==> src/rtl/alu_div_pkg.sv <==
// Shared types and constants for the iterative divide/remainder unit.
package alu_div_pkg;

    typedef enum logic [1:0] {
        DIV  = 2'b00,
        DIVU = 2'b01,
        REM  = 2'b10,
        REMU = 2'b11
    } div_op_e;

    typedef enum logic [1:0] {
        IDLE,
        PREP,
        ITER,
        FIX
    } div_state_e;

    localparam int unsigned DIV_WIDTH = 32;
    localparam logic [DIV_WIDTH-1:0] MIN_SIGNED = {1'b1, {(DIV_WIDTH-1){1'b0}}};

    function automatic logic is_signed_op(input div_op_e op);
        return (op == DIV) || (op == REM);
    endfunction

    function automatic logic is_rem_op(input div_op_e op);
        return (op == REM) || (op == REMU);
    endfunction

endpackage

==> src/rtl/alu_div_unit_div_step.sv <==
// One restoring-division step: shift {rem, quo} left and conditionally subtract the divisor.
module div_step #(
    parameter int WIDTH = 32
) (
    input  logic [WIDTH-1:0] rem,
    input  logic [WIDTH-1:0] quo,
    input  logic [WIDTH-1:0] divisor,
    output logic [WIDTH-1:0] next_rem,
    output logic [WIDTH-1:0] next_quo
);

    logic [WIDTH:0] shifted;
    logic [WIDTH:0] diff;
    logic           carry;
    logic           borrow;

    always_comb begin
        shifted         = {rem, quo[WIDTH-1]};
        {carry, diff}   = {1'b0, shifted} + {1'b0, 1'b1, ~divisor} + {{(WIDTH+1){1'b0}}, 1'b1};
        // diff[WIDTH] is only ever set when the subtraction borrowed, so folding it in is harmless
        borrow          = ~carry | diff[WIDTH];
        next_rem        = borrow ? shifted[WIDTH-1:0] : diff[WIDTH-1:0];
        next_quo        = {quo[WIDTH-2:0], ~borrow};
    end

endmodule

==> src/rtl/alu_div_unit.sv <==
// Multi-cycle RV32M DIV/DIVU/REM/REMU unit (restoring, one bit per cycle).
// Optional ALU_DIV_FAST_PATH_EN: finish in one cycle when |A| < |B|.
module alu_div_unit
    import alu_div_pkg::*;
#(
    parameter int WIDTH = 32,
    parameter int CNT_W = $clog2(WIDTH)
) (
    input  logic             clk,
    input  logic             rst_n,
    input  logic             start,
    input  logic [WIDTH-1:0] A,
    input  logic [WIDTH-1:0] B,
    input  logic [1:0]       Op,
    output logic             busy,
    output logic             done,
    output logic [WIDTH-1:0] Result,
    output logic             Z,
    output logic             DivByZero
);

    localparam logic [WIDTH-1:0] MIN_NEG = {1'b1, {(WIDTH-1){1'b0}}};

    div_state_e       state_q, state_d;
    div_op_e          op_q, op_d;
    div_op_e          op_in;
    logic [WIDTH-1:0] quo_q, quo_d, rem_q, rem_d, dvs_q, dvs_d;
    logic [CNT_W-1:0] cnt_q, cnt_d;
    logic             neg_quo_q, neg_quo_d, neg_rem_q, neg_rem_d, dbz_q, dbz_d;
    logic             busy_q, busy_d, done_q, done_d, z_q, z_d, div_by_zero_q, div_by_zero_d;
    logic [WIDTH-1:0] result_q, result_d, fix_res;
    logic [WIDTH-1:0] step_rem, step_quo;

    assign op_in = div_op_e'(Op);

    div_step #(.WIDTH(WIDTH)) u_step (
        .rem      (rem_q),
        .quo      (quo_q),
        .divisor  (dvs_q),
        .next_rem (step_rem),
        .next_quo (step_quo)
    );

`ifdef ALU_DIV_FAST_PATH_EN
    logic [WIDTH-1:0] mag_a, mag_b;
    always_comb begin
        mag_a = (is_signed_op(op_in) && A[WIDTH-1]) ? -A : A;
        mag_b = (is_signed_op(op_in) && B[WIDTH-1]) ? -B : B;
    end
`endif

    always_comb begin
        state_d       = state_q;
        op_d          = op_q;
        quo_d         = quo_q;
        rem_d         = rem_q;
        dvs_d         = dvs_q;
        cnt_d         = cnt_q;
        neg_quo_d     = neg_quo_q;
        neg_rem_d     = neg_rem_q;
        dbz_d         = dbz_q;
        busy_d        = busy_q;
        done_d        = 1'b0;
        result_d      = result_q;
        z_d           = z_q;
        div_by_zero_d = div_by_zero_q;
        fix_res       = '0;

        unique case (state_q)
            IDLE: begin
                if (start) begin
                    // Special and fast paths preload final quo/rem with no sign fixup pending
                    op_d      = op_in;
                    quo_d     = A;
                    dvs_d     = B;
                    rem_d     = '0;
                    neg_quo_d = 1'b0;
                    neg_rem_d = 1'b0;
                    dbz_d     = (B == '0);
                    busy_d    = 1'b1;
                    if (B == '0) begin
                        quo_d   = '1;
                        rem_d   = A;
                        state_d = FIX;
                    end else if (is_signed_op(op_in) && A == MIN_NEG && B == '1) begin
                        quo_d   = MIN_NEG;
                        rem_d   = '0;
                        state_d = FIX;
`ifdef ALU_DIV_FAST_PATH_EN
                    end else if (mag_a < mag_b) begin
                        quo_d   = '0;
                        rem_d   = A;
                        state_d = FIX;
`endif
                    end else begin
                        state_d = PREP;
                    end
                end
            end
            PREP: begin
                if (is_signed_op(op_q)) begin
                    quo_d     = quo_q[WIDTH-1] ? -quo_q : quo_q;
                    dvs_d     = dvs_q[WIDTH-1] ? -dvs_q : dvs_q;
                    neg_quo_d = quo_q[WIDTH-1] ^ dvs_q[WIDTH-1];
                    neg_rem_d = quo_q[WIDTH-1];
                end
                rem_d   = '0;
                cnt_d   = CNT_W'(WIDTH - 1);
                state_d = ITER;
            end
            ITER: begin
                quo_d = step_quo;
                rem_d = step_rem;
                if (cnt_q == '0) begin
                    state_d = FIX;
                end else begin
                    cnt_d = cnt_q - 1'b1;
                end
            end
            FIX: begin
                if (is_rem_op(op_q)) begin
                    fix_res = neg_rem_q ? -rem_q : rem_q;
                end else begin
                    fix_res = neg_quo_q ? -quo_q : quo_q;
                end
                result_d      = fix_res;
                z_d           = (fix_res == '0);
                div_by_zero_d = dbz_q;
                done_d        = 1'b1;
                busy_d        = 1'b0;
                state_d       = IDLE;
            end
            default: state_d = IDLE;
        endcase
    end

    always_ff @(posedge clk) begin
        if (!rst_n) begin
            state_q       <= IDLE;
            op_q          <= DIV;
            quo_q         <= '0;
            rem_q         <= '0;
            dvs_q         <= '0;
            cnt_q         <= '0;
            neg_quo_q     <= 1'b0;
            neg_rem_q     <= 1'b0;
            dbz_q         <= 1'b0;
            busy_q        <= 1'b0;
            done_q        <= 1'b0;
            result_q      <= '0;
            z_q           <= 1'b0;
            div_by_zero_q <= 1'b0;
        end else begin
            state_q       <= state_d;
            op_q          <= op_d;
            quo_q         <= quo_d;
            rem_q         <= rem_d;
            dvs_q         <= dvs_d;
            cnt_q         <= cnt_d;
            neg_quo_q     <= neg_quo_d;
            neg_rem_q     <= neg_rem_d;
            dbz_q         <= dbz_d;
            busy_q        <= busy_d;
            done_q        <= done_d;
            result_q      <= result_d;
            z_q           <= z_d;
            div_by_zero_q <= div_by_zero_d;
        end
    end

    assign busy      = busy_q;
    assign done      = done_q;
    assign Result    = result_q;
    assign Z         = z_q;
    assign DivByZero = div_by_zero_q;

endmodule

==> config.mk <==
export PLATFORM = sky130hd
export DESIGN_NAME = alu_div_unit
export DESIGN_NICKNAME = d
export VERILOG_FILES = /design/src/rtl/alu_div_pkg.sv /design/src/rtl/alu_div_unit_div_step.sv /design/src/rtl/alu_div_unit.sv
export SDC_FILE = /design/constraint.sdc
export NUM_CORES = 1
export LEC_CHECK = 0
export ABC_CLOCK_PERIOD_IN_PS = 9600
export CAP_MARGIN = 10
export CELL_PAD_IN_SITES_DETAIL_PLACEMENT = 1
export CELL_PAD_IN_SITES_GLOBAL_PLACEMENT = 2
export CORE_ASPECT_RATIO = 1.1
export CORE_MARGIN = 2
export CORE_UTILIZATION = 32
export CTS_CLUSTER_SIZE = 10
export DETAILED_ROUTE_END_ITERATION = 16
export DONT_BUFFER_PORTS = 1
export GPL_TIMING_DRIVEN = 0
export PLACE_DENSITY_LB_ADDON = 0.3
export SKIP_CTS_REPAIR_TIMING = 1
export SLEW_MARGIN = 30
export SYNTH_ARGS = -nofsm -noshare
export SYNTH_HDL_FRONTEND = slang
export SYNTH_SLANG_ARGS = --single-unit
export TNS_END_PERCENT = 50
==> constraint.sdc <==
create_clock -name clk -period 9.6 [get_ports clk]
set_clock_uncertainty 0.15 [all_clocks]
set_input_delay 0 -clock clk [delete_from_list [all_inputs] [get_ports clk]]
set_output_delay 0 -clock clk [all_outputs]
set_load 0.05 [all_outputs]
==> results.json <==
{
  "hpwlAfterDp_um": 45800,
  "ys.warnings.count": 0,
  "cts.sinks": 144,
  "critical_path.max_fanout": 10,
  "comb_power_share_pct": 67.8,
  "drc": 0,
  "synth_seq_cells": 144,
  "postRouteAntennaNets": 0,
  "ys.flop_type": "dfxtp_1",
  "violations": "hold timing",
  "synthTopCellsByArea": "dfxtp_1 24%, a21oi_1 5.6%, nor2_1 4.6%",
  "dieWidth_um": 188,
  "yosys.area.top_type": "dfxtp_1",
  "dpl_cell_area_um2": 12500,
  "seq_area_frac_synth_pct": 24.3,
  "first_pass_iters": 5,
  "drive_above_1_share_pct": 5.33,
  "worst-slew-pin-transition_ns": 1.02,
  "grt_usage_pct": 29.4,
  "grt_max_degree": 17,
  "grt_first_pass_wirelength_um": 84800,
  "async_reset_ff_share_pct": 0,
  "clk_latency_ns": 0.47,
  "cellLeakagePower_nw": 4.85,
  "finalSetupViolations": 0,
  "cp.arrival_ns": 5.08,
  "core_area_um2": 36400,
  "clockPowerShare_pct": 12.7,
  "synth_edf_count": 0,
  "first_iter_violations": 1209,
  "syn_inst": 1620,
  "ir_drop_mv": 0.166,
  "root_buffer": "clkbuf_16",
  "synth_commonest_cells": "145 x nor2_1, 144 x dfxtp_1, 132 x a21oi_1, 119 x clkbuf_1, 104 x nand2_1",
  "finalHoldViolCount": 1,
  "drt-total-wl_um": 59900,
  "p_switching_mw": 2.83,
  "vias": 13825,
  "wl_per_cell_um": 27.0,
  "syn-num-nets": 1732,
  "seqPwrFrac_pct": 19.5,
  "die_area_um2": 38600,
  "place_congestion": 0.940,
  "die_y_um": 206,
  "tns_ns": 0,
  "regArea_um2": 2880,
  "multiInputGateArea_um2": 8130,
  "slew_violations": 0,
  "status": "finished, violations left",
  "tritoncts": "built",
  "ios": 105,
  "power-per-cell-area_nw_per_um2": 374,
  "min_path_type": "input pin to flip-flop",
  "fin_crit_sh_pct": 50.4,
  "finish.instance_area_um2": 13800,
  "yosysMostFrequentCell": "nor2_1",
  "crit_required_ns": 9.84,
  "p_total_mw": 5.16,
  "grt_remaining_overflow": 0,
  "synthToLayoutAreaGrowth_pct": 16.3,
  "slew_headroom_pct": 31.7,
  "synthDistinctLibCells": 85,
  "crit_start": "quo_q[31]",
  "max_freq_mhz": 207,
  "crit_type": "flip-flop to flip-flop",
  "r2r_start": "quo_q[31]",
  "rows": 73,
  "end_kind": "flip-flop",
  "antenna_found_initial": 7,
  "grt_pass1_vias": 13327,
  "synth.cell_area_um2": 11900,
  "syn_area_per_cell_um2": 7.32,
  "post-route-min-period_ns": 4.84,
  "clockBufferDepth": 2,
  "initial_core_util_pct": 32.6,
  "start_kind": "flip-flop",
  "maxCapViolations": 0,
  "final_util_pct": 38.0,
  "finalHoldWorstSlack_ns": -0.0221,
  "cts-htree-levels": 4,
  "hold_start": "A[18]",
  "rsz0062_at_grt": "false",
  "fill_cells": 4560,
  "portBuffers": 0,
  "cts.clk_slew.worst_paths_ns": 0.07,
  "synth_top_area_share_pct": 24.3,
  "p_int_mw": 2.33,
  "cts_buffers": 17,
  "swShare_pct": 54.8,
  "fin_nets": 1826,
  "vias_per_cell": 6.22
}
## power groups by stage
stage | registers, mW | logic, mW | clock network [mW]
final | 1.01 | 3.50 | 0.658
after global routing | 1.03 | 3.79 | 0.689
after CTS | 0.997 | 3.39 | 0.666
after detailed placement | 1.01 | 3.37 | 0
after global placement | 1.00 | 3.32 | 0
after floorplan | 0.931 | 2.42 | 0
## worst paths after layout
check,to,slack (ns),cells after the start
hold / removal,state_q[1],-0.02,4
setup reg to reg,rem_q[13],4.76,15
setup / recovery,rem_q[13],4.76,15
hold reg to reg,cnt_q[0],0.34,1
## cell type report
type	count	area share, %
inverter	78	2.12
buffer	143	4.15
antenna	8	0.145
sequential	144	20.9
tap	487	4.42
timing repair buffer	75	5.40
clock inverter	12	0.816
clock buffer	19	3.14
multi-input combinational	1255	58.9
## registers in the layout, summed over array words and instances, names as in the netlist, 2 cells and up
register  cells
quo_q        32
Result       32
rem_q        32
op_q          2
state_q       2
cnt_q         5
dvs_q        32
## critical path: stages (launching register included)
cell	delay (ns)
dfxtp_1	0.34
clkbuf_1	0.42
inv_1	0.22
ha_1	0.33
fa_1	0.42
nand2b_1	0.21
a21oi_1	0.33
nor4_1	0.12
o2111a_1	0.31
or3_1	0.41
nand4_1	0.13
a21o_1	0.26
clkbuf_1	0.45
buf_2	0.33
nand3_1	0.11
a31oi_1	0.21
## cells by family (layout without fill, tap and decap cells)
| logic type | Yosys count | in the layout | share of synthesized area [%] |
|---|---|---|---|
| adders and majority gates | 43 | 43 | 4.60 |
| buffers and inverters | 221 | 327 | 7.29 |
| xor gates and xnor gates | 80 | 80 | 5.91 |
| muxes | 52 | 52 | 4.46 |
| DFF | 144 | 144 | 24.3 |
| and+or+nand+nor | 566 | 566 | 24.1 |
| AOI/OAI and AO/OA | 514 | 514 | 29.3 |
| other | 0 | 8 | 0 |
## routing by layer
metal  part of all wire, %  track usage (%)  vias up
li1                      -                -     6247
met1                    41             35.9     6855
met2                    46             49.6      564
met3                   6.8             4.67      157
met4                   5.6             16.4        2
met5                 0.028                0        -
## per-stage QoR
step | hold slack (ns) | setup slack, ns | instances
2_1_floorplan | -0.00280 | 6.04 | 1620
3_3_place_gp | 0.00301 | 4.91 | 2107
3_5_place_dp | 0.0100 | 4.85 | 2108
4_1_cts | -0.478 | 4.82 | 2139
5_1_grt | 0.00609 | 4.42 | 2217
6_report | -0.0221 | 4.76 | 2221
## placed cells by master (no fill, tap or decap), types with 14 or more instances in the layout
master,instances
nor2_1,145
dfxtp_1,144
a21oi_1,132
clkbuf_1,120
nand2_1,104
o21ai_0,98
nand3_1,92
inv_1,76
dlygate4sd3_1,74
xnor2_1,52
nor3_1,45
mux2i_1,45
a31oi_1,45
nor4_1,44
ha_1,42
nand4_1,29
xor2_1,28
o21a_1,22
or3_1,20
a22oi_1,19
a21o_1,18
a211oi_1,17
clkbuf_16,17
o221a_2,16
and3_1,16
a221o_1,15
o31ai_1,15
nand2b_1,14
o211ai_1,14
Note: power is estimated with default switching activity, not from simulation.
